===== config.mk =====
export PLATFORM = sky130hd
export DESIGN_NAME = branch_predictor_btb
export DESIGN_NICKNAME = d
export VERILOG_FILES = /design/src/rtl/branch_predictor_btb.sv
export SDC_FILE = /design/constraint.sdc
export NUM_CORES = 2
export LEC_CHECK = 0
export CAP_MARGIN = 20
export CORE_MARGIN = 2
export CORE_UTILIZATION = 55
export CTS_CLUSTER_SIZE = 30
export DETAILED_ROUTE_END_ITERATION = 10
export PLACE_DENSITY = 0.73
export SYNTH_ARGS = -nofsm -noshare
export SYNTH_HDL_FRONTEND = slang
export SYNTH_SLANG_ARGS = --single-unit

===== constraint.sdc =====
create_clock -name clk -period 10.55 [get_ports clk]
set_input_delay 3.165 -clock clk [delete_from_list [all_inputs] [get_ports clk]]
set_output_delay 3.165 -clock clk [all_outputs]
set_load 0.005 [all_outputs]

===== src/rtl/branch_predictor_btb.sv =====
// ----------------------------------------------------------------------------
// branch_predictor_btb
//
// Direct-mapped branch target buffer with per-entry saturating counters for
// the 5-stage pipeline. IF looks up the fetch PC with zero latency and gets a
// predicted next PC. EX trains the table when a branch resolves and raises
// flush/redirect_pc on a misprediction. Two statistics counters track the
// resolved branches and the mispredictions.
//
// Ports
//   clk             in   1       clock, rising edge
//   rst_n           in   1       asynchronous active-low reset
//   if_pc           in   ADDR_W  fetch PC to look up
//   pred_hit        out  1       valid entry with matching tag
//   pred_taken      out  1       predicted taken
//   pred_target     out  ADDR_W  predicted next PC
//   ex_valid        in   1       branch resolving in EX this cycle
//   ex_pc           in   ADDR_W  PC of the resolving branch
//   ex_taken        in   1       actual outcome
//   ex_target       in   ADDR_W  actual taken target
//   ex_pred_taken   in   1       prediction carried with the branch
//   ex_pred_target  in   ADDR_W  predicted next PC carried with the branch
//   flush           out  1       misprediction, kill IF/ID and ID/EX
//   redirect_pc     out  ADDR_W  correct next PC
//   stats_clr       in   1       synchronous clear of both statistics counters
//   branch_cnt      out  CNT_W   resolved branches
//   mispred_cnt     out  CNT_W   mispredictions
// ----------------------------------------------------------------------------
module branch_predictor_btb #(
    parameter int ADDR_W  = 32,
    parameter int ENTRIES = 16,
    parameter int CTR_W   = 2,
    parameter int CNT_W   = 32
) (
    input  logic              clk,
    input  logic              rst_n,
    input  logic [ADDR_W-1:0] if_pc,
    output logic              pred_hit,
    output logic              pred_taken,
    output logic [ADDR_W-1:0] pred_target,
    input  logic              ex_valid,
    input  logic [ADDR_W-1:0] ex_pc,
    input  logic              ex_taken,
    input  logic [ADDR_W-1:0] ex_target,
    input  logic              ex_pred_taken,
    input  logic [ADDR_W-1:0] ex_pred_target,
    output logic              flush,
    output logic [ADDR_W-1:0] redirect_pc,
    input  logic              stats_clr,
    output logic [CNT_W-1:0]  branch_cnt,
    output logic [CNT_W-1:0]  mispred_cnt
);

    localparam int IDX_W = $clog2(ENTRIES);
    localparam int TAG_W = ADDR_W - 2 - IDX_W;

    localparam logic [CTR_W-1:0] CTR_MAX = '1;
    localparam logic [CTR_W-1:0] CTR_WNT = CTR_W'((1 << (CTR_W - 1)) - 1);
    localparam logic [CTR_W-1:0] CTR_WT  = CTR_W'(1 << (CTR_W - 1));
    localparam logic [ADDR_W-1:0] PC_STEP = ADDR_W'(4);

    // ------------------------------------------------------------------
    // Table storage
    // ------------------------------------------------------------------
    logic              valid_q  [ENTRIES];
    logic [TAG_W-1:0]  tag_q    [ENTRIES];
    logic [ADDR_W-1:0] target_q [ENTRIES];
    logic [CTR_W-1:0]  ctr_q    [ENTRIES];

    logic [CNT_W-1:0]  branch_cnt_q, branch_cnt_d;
    logic [CNT_W-1:0]  mispred_cnt_q, mispred_cnt_d;

    // ------------------------------------------------------------------
    // IF lookup: reads registered table contents only, so a same-cycle
    // update of the same entry is not visible until after the edge.
    // ------------------------------------------------------------------
    logic [IDX_W-1:0] if_idx;
    logic [TAG_W-1:0] if_tag;

    assign if_idx = if_pc[IDX_W+1:2];
    assign if_tag = if_pc[ADDR_W-1:IDX_W+2];

    assign pred_hit    = valid_q[if_idx] && (tag_q[if_idx] == if_tag);
    assign pred_taken  = pred_hit && ctr_q[if_idx][CTR_W-1];
    assign pred_target = pred_taken ? target_q[if_idx] : (if_pc + PC_STEP);

    // ------------------------------------------------------------------
    // EX resolve. A taken branch predicted taken can still mispredict if
    // the carried target differs (stale or aliased BTB entry).
    // ------------------------------------------------------------------
    assign flush = ex_valid &&
                   ((ex_pred_taken != ex_taken) ||
                    (ex_taken && (ex_pred_target != ex_target)));

    assign redirect_pc = ex_taken ? ex_target : (ex_pc + PC_STEP);

    // ------------------------------------------------------------------
    // EX training: only the entry indexed by ex_pc can change.
    // ------------------------------------------------------------------
    logic [IDX_W-1:0]  ex_idx;
    logic [TAG_W-1:0]  ex_tag;
    logic              ex_hit;
    logic              upd_en;
    logic [TAG_W-1:0]  upd_tag_d;
    logic [ADDR_W-1:0] upd_target_d;
    logic [CTR_W-1:0]  upd_ctr_d;

    assign ex_idx = ex_pc[IDX_W+1:2];
    assign ex_tag = ex_pc[ADDR_W-1:IDX_W+2];
    assign ex_hit = valid_q[ex_idx] && (tag_q[ex_idx] == ex_tag);

    // A not-taken miss leaves the table alone; never allocate for it.
    assign upd_en = ex_valid && (ex_hit || ex_taken);

    always_comb begin
        upd_tag_d    = tag_q[ex_idx];
        upd_target_d = target_q[ex_idx];
        upd_ctr_d    = ctr_q[ex_idx];
        if (ex_hit) begin
            if (ex_taken) begin
                upd_target_d = ex_target;
                if (ctr_q[ex_idx] != CTR_MAX) begin
                    upd_ctr_d = ctr_q[ex_idx] + CTR_W'(1);
                end
            end else if (ctr_q[ex_idx] != '0) begin
                upd_ctr_d = ctr_q[ex_idx] - CTR_W'(1);
            end
        end else begin
            // Allocation overwrites whatever aliased into this slot.
            upd_tag_d    = ex_tag;
            upd_target_d = ex_target;
            upd_ctr_d    = CTR_WT;
        end
    end

    always_ff @(posedge clk or negedge rst_n) begin
        if (!rst_n) begin
            for (int i = 0; i < ENTRIES; i++) begin
                valid_q[i]  <= 1'b0;
                tag_q[i]    <= '0;
                target_q[i] <= '0;
                ctr_q[i]    <= CTR_WNT;
            end
        end else if (upd_en) begin
            valid_q[ex_idx]  <= 1'b1;
            tag_q[ex_idx]    <= upd_tag_d;
            target_q[ex_idx] <= upd_target_d;
            ctr_q[ex_idx]    <= upd_ctr_d;
        end
    end

    // ------------------------------------------------------------------
    // Statistics. Clear has priority over counting in the same cycle.
    // ------------------------------------------------------------------
    always_comb begin
        branch_cnt_d  = branch_cnt_q;
        mispred_cnt_d = mispred_cnt_q;
        if (stats_clr) begin
            branch_cnt_d  = '0;
            mispred_cnt_d = '0;
        end else begin
            branch_cnt_d  = branch_cnt_q + CNT_W'(ex_valid);
            mispred_cnt_d = mispred_cnt_q + CNT_W'(flush);
        end
    end

    always_ff @(posedge clk or negedge rst_n) begin
        if (!rst_n) begin
            branch_cnt_q  <= '0;
            mispred_cnt_q <= '0;
        end else begin
            branch_cnt_q  <= branch_cnt_d;
            mispred_cnt_q <= mispred_cnt_d;
        end
    end

    assign branch_cnt  = branch_cnt_q;
    assign mispred_cnt = mispred_cnt_q;

endmodule


Word-level counts from Yosys, hierarchy flattened
Cells that the tools add are included.
Cells by class
  add/subtract/negate cells: 6
  order comparisons: 3
  equality and inequality tests: 5
  muxes and demuxes: 46
  bitwise gates (word level): 3
  reductions and logical operators: 10
Operators with widths (count)
  $bwmux W512: 1
  $bwmux W416: 1
  $mux W32: 11
  $bmux W32 S4: 2
  $bmux W26 S4: 2
  $mux W26: 6
  $demux W32 S4: 1
  $demux W26 S4: 1
  $add A32 B1 Y32: 2
  $add A32 B3 Y32 const B: 2
  $eq A26 B26 Y1: 2
  $bwmux W32: 1
  $ne A32 B32 Y1: 1
  $mux W2: 9
  $bmux W2 S4: 2
  $or A16 B16 Y16: 1
  $ge A5 B5 Y1 const B: 2
  $not A4 Y5: 2
  $bmux W1 S4: 2
  $demux W2 S4: 1
  $logic_and A1 B1 Y1: 7
  $lt A5 B1 Y1 const B: 1
  $mux W1: 5
  $demux W1 S4: 1
  6 further kinds: 7
Storage, ports and cells
  flip-flop bits (word level): 1040
  output and inout port bits: 131
  logic and storage cells: 139

Depth between registers and ports, before layout
  word-level depth: 9
  mapped depth: 15
  mapped depth without buffers: 15

Worst setup path before layout
OpenSTA, ideal clock, no wires.
  path kind: input to output
  from: input if_pc[2]
  to: output pred_target[17]
  data arrival time: 6.585 ns
  required time: 7.385 ns
  path slack: 0.800 ns
  cell stages on the path: 10
  cell sequence: buf_2 buf_2 buf_4 buf_2 buf_2 clkbuf_1 buf_1 mux4_2 mux4_2 mux2_2
On the way
  longest elaborated chain between the ends: 8
Ends and longest elaborated chain
  start, declared: line 37  | input logic [ADDR_W-1:0] if_pc,
  $not A4 Y5 (not written as such): line 83, 84, 85
  $bmux W26 S4: line 83  | assign pred_hit = valid_q[if_idx] && (tag_q[if_idx] == if_tag);
  $mux W26 (not written as such) (2 in series): line 83
  $eq A26 B26 Y1: line 83
  $logic_and A1 B1 Y1: line 83
  $logic_and A1 B1 Y1: line 84  | assign pred_taken = pred_hit && ctr_q[if_idx][CTR_W-1];
  $mux W32 (*): line 85  | assign pred_target = pred_taken ? target_q[if_idx] : (if_pc + PC_STEP);
  end, declared: line 40  | output logic [ADDR_W-1:0] pred_target,
Mark *: on every way between the ends. The rest lies on a longest branch, timed or not. The select of a mux whose other input is x is not followed.

Worst setup path in the final report
  from: input if_pc[3]
  to: output pred_target[23]
The elaborated chain is that of the path after synthesis.

==> results.sh <==
export IMPL_outcome="finished, final reports clean"
export IMPL_cp_cell_sequence="buf_8 > mux4_2 > mux4_2 > xnor2_1 > nand4_1 > nor4b_1 > nand4b_1 > nor4_4 > buf_12 > mux2_2 > clkdlybuf4s50_1"
export IMPL_cts_tree="done"
export IMPL_crit_fanout=67
export IMPL_syn_area_um2=61300
export IMPL_maxSlewViolCount=0
export IMPL_fmax_ghz=0.0974
export IMPL_fin_crit_ns=10.26
export IMPL_io_pins=265
export IMPL_async_flop_share_pct=100
export IMPL_start_util_pct=55.5
export IMPL_timing_setup_tns_ns=0
export IMPL_synth_main_ff_cell="dfrtp_1"
export IMPL_die_w_um=338
export IMPL_n_fill_cell=8238
export IMPL_synthCells=3861
export IMPL_yosysSeqAreaShare_pct=42.5
export IMPL_place_inst=5402
export IMPL_synth_seq_cells=1040
export IMPL_setup_violations=0
export IMPL_cp_common_cell="mux4_2"
export IMPL_timing_hold_violations_final=0
export IMPL_hold_ws_ns=0.488
export IMPL_clkTransAtPathRegs_ns=0.06
export IMPL_synth_edf_count=0
export IMPL_drc=0
export IMPL_finalCritPeriodShare_pct=97.3
export IMPL_worstMarginPinSlew_ns=1.14
export IMPL_num_vias=37693
export IMPL_rr_startpoint="tag_q[273]"
export IMPL_h_tree_depth=3
export IMPL_yosysTopAreaCellShare_pct=41.8
export IMPL_io_buffer_count=264
export IMPL_yosys_area_top_type="dfrtp_1"
export IMPL_vias_per_cell=6.71
export IMPL_power_mw=12.4
export IMPL_slew_limit_headroom_pct=23.7
export IMPL_synth_avg_cell_area_um2=15.9
export IMPL_yosysWarnings=0
export IMPL_cp_start_kind="input port"
export IMPL_globalRoute_totalOverflow=0
export IMPL_row_count=122
export IMPL_hold_path_class="flip-flop to flip-flop"
export IMPL_antenna_found_initial=14
export IMPL_synth_distinct_cells=68
export IMPL_postCtsResizedCells=0
export IMPL_min_from="valid_q[3]"
export IMPL_clkSinkCount=1040
export IMPL_grt_pass1_vias=38889
export IMPL_core_area_um2=111000
export IMPL_routed_wl_um=185000
export IMPL_syn_nets=4004
export IMPL_dieArea_um2=114000
export IMPL_cts_made_buffers=113
export IMPL_p_leak_nw=29.1
export IMPL_instances_no_fill=5621
export IMPL_critPathRequiredTime_ns=7.39
export IMPL_startpoint="if_pc[3]"
export IMPL_rsz0062_at_grt="no"
export IMPL_drt_iter0_drc=3752
export IMPL_crit_path_end_kind="output pin"
export IMPL_finClkSkew_ns=0.0216
export IMPL_ir_drop_mv=0.136
export IMPL_drive_gt1_share_pct=47.4
export IMPL_final_nets=4174
export IMPL_firstDrtPassIters=7
export IMPL_cap_viol_max_count=0
export IMPL_grt_max_degree=169
export IMPL_finalWeightedCongestion=0.935
export IMPL_power_density_nw_per_um2=181
export IMPL_cts_root_buf="clkbuf_16"
export IMPL_antenna_left=0
export IMPL_cts_setup_buffers=0
export IMPL_path_class="input port to output pin"
export IMPL_die_h_um=338
export IMPL_hold_buffers=0
export IMPL_grt_pass1_wl_um=274000
export IMPL_ys_top_cells_by_area="dfrtp_1 (42%), mux4_2 (19%), mux2_4 (17%)"
export IMPL_wl_per_cell_um=33.0
export IMPL_clk_latency_ns=0.72
export IMPL_hpwl_um=119000
export IMPL_max_stage_delay_ns=0.59
export IMPL_grt_total_usage_pct=33.1
export IMPL_cts_buffer_depth=3
export IMPL_worstPathArrival_ns=7.10
export IMPL_slowest_stage="mux4_2"
export IMPL_syn_to_final_growth_pct=11.6
final timing paths:
kind / to / depth (start not counted) / slack (ns)
max: pred_target[23] / 11 / 0.29
min: valid_q[3] / 1 / 0.49
max reg2reg: target_q[222] / 10 / 5.15
min reg2reg: valid_q[3] / 1 / 0.49
max in group asynchronous: target_q[383] / 3 / 6.01
min in group asynchronous: branch_cnt[22] / 1 / 2.48
power breakdown:
group / internal, mW / switching, mW / total (mW)
Sequential: 4.72 / 0.613 / 5.33
Combinational: 1.77 / 1.03 / 2.80
Clock: 2.51 / 1.72 / 4.23
placed cells by master, fill, tap and decap left out, drive strengths merged, types with 56 or more instances in the layout:
| master | netlist | layout |
|---|---|---|
| dfrtp | 1024 | 1024 |
| mux2 | 1030 | 1030 |
| xor2 | 98 | 98 |
| nand3 | 62 | 62 |
| mux2i | 117 | 117 |
| mux4 | 532 | 532 |
| clkbuf | 119 | 165 |
| nor2 | 101 | 101 |
| nand2 | 93 | 93 |
| buf | 236 | 158 |
| xnor2 | 95 | 95 |
| o21ai | 56 | 56 |
| clkdlybuf4s50 | 0 | 252 |
per-stage QoR:
stage | utilization [%] | area [um2] | setup WS, ns
after floorplan | - | 61300 | 0.800
after global placement | 58.3 | 64400 | 0.346
after detailed placement | 58.3 | 64400 | 0.297
after CTS | 61.9 | 68400 | 0.293
after global routing | 61.9 | 68400 | 0.0787
final | 61.9 | 68400 | 0.287
cell type report:
| type | count | area (um2) | area share [%] |
|---|---|---|---|
| Tap cell | 1488 | 1860 | 2.72 |
| Inverter | 19 | 73.8 | 0.108 |
| Clock buffer | 165 | 3340 | 4.88 |
| Antenna cell | 4 | 10.0 | 0.0146 |
| Sequential cell | 1040 | 26000 | 38.1 |
| Clock inverter | 48 | 629 | 0.920 |
| Timing Repair Buffer | 410 | 4020 | 5.88 |
| Multi-Input combinational cell | 2447 | 32400 | 47.4 |
cells by family (layout without fill, tap and decap cells):
| kind of cell | count (synthesis) | count (layout) | synth area share (%) |
|---|---|---|---|
| buffers and inverters | 374 | 642 | 4.64 |
| DFF | 1040 | 1040 | 42.5 |
| other | 0 | 4 | 0 |
| muxes | 1679 | 1679 | 44.6 |
| adders and majority gates | 9 | 9 | 0.184 |
| xor gates and xnor gates | 193 | 193 | 2.76 |
| and+or+nand+nor | 412 | 412 | 3.67 |
| AOI/OAI and AO/OA | 154 | 154 | 1.69 |
cells in the mapped netlist, types with 7 or more instances:
cell      instances
buf_1            40
buf_8            11
a21oi_1          31
buf_4            14
dfstp_2          16
a22oi_1           7
inv_1            17
buf_6            45
nor2b_1          23
xnor2_1          95
a221oi_1         12
nand4_1          37
nor3_1           13
ha_1              9
a211oi_1         15
nand3_1          62
mux2_2          351
o21ai_0          56
nor2_1           85
dfrtp_1        1024
and4_1            7
buf_12           51
xor2_1           98
mux2_4          676
mux2i_1         117
and3_1           17
nand2_1          93
mux4_2          527
nor2_8           10
buf_2            75
or3_1            13
clkbuf_1        118
or2_2            16
a22o_1           14
nor4_1           12
registers in the layout (all words and copies together) (netlist names):
register	flops
branch_cnt	32
ctr_q	32
mispred_cnt	32
tag_q	416
target_q	512
valid_q	16
metal layers:
layer  vias to the layer above  global-route usage (%)  share of wire, %
li1                      15046                       -                 -
met1                     20203                    45.4                40
met2                      1979                    48.1                44
met3                       445                    11.0                11
met4                        20                    14.5               4.9
met5                         -                   0.936              0.15
critical path, delay by kind of cell:
kind	cells	cell delay [ns]
muxes	3	1.40
and+or+nand+nor	4	0.95
xor gates and xnor gates	1	0.29
buffers and inverters	3	1.23
Power figures use the tool's default switching activity.
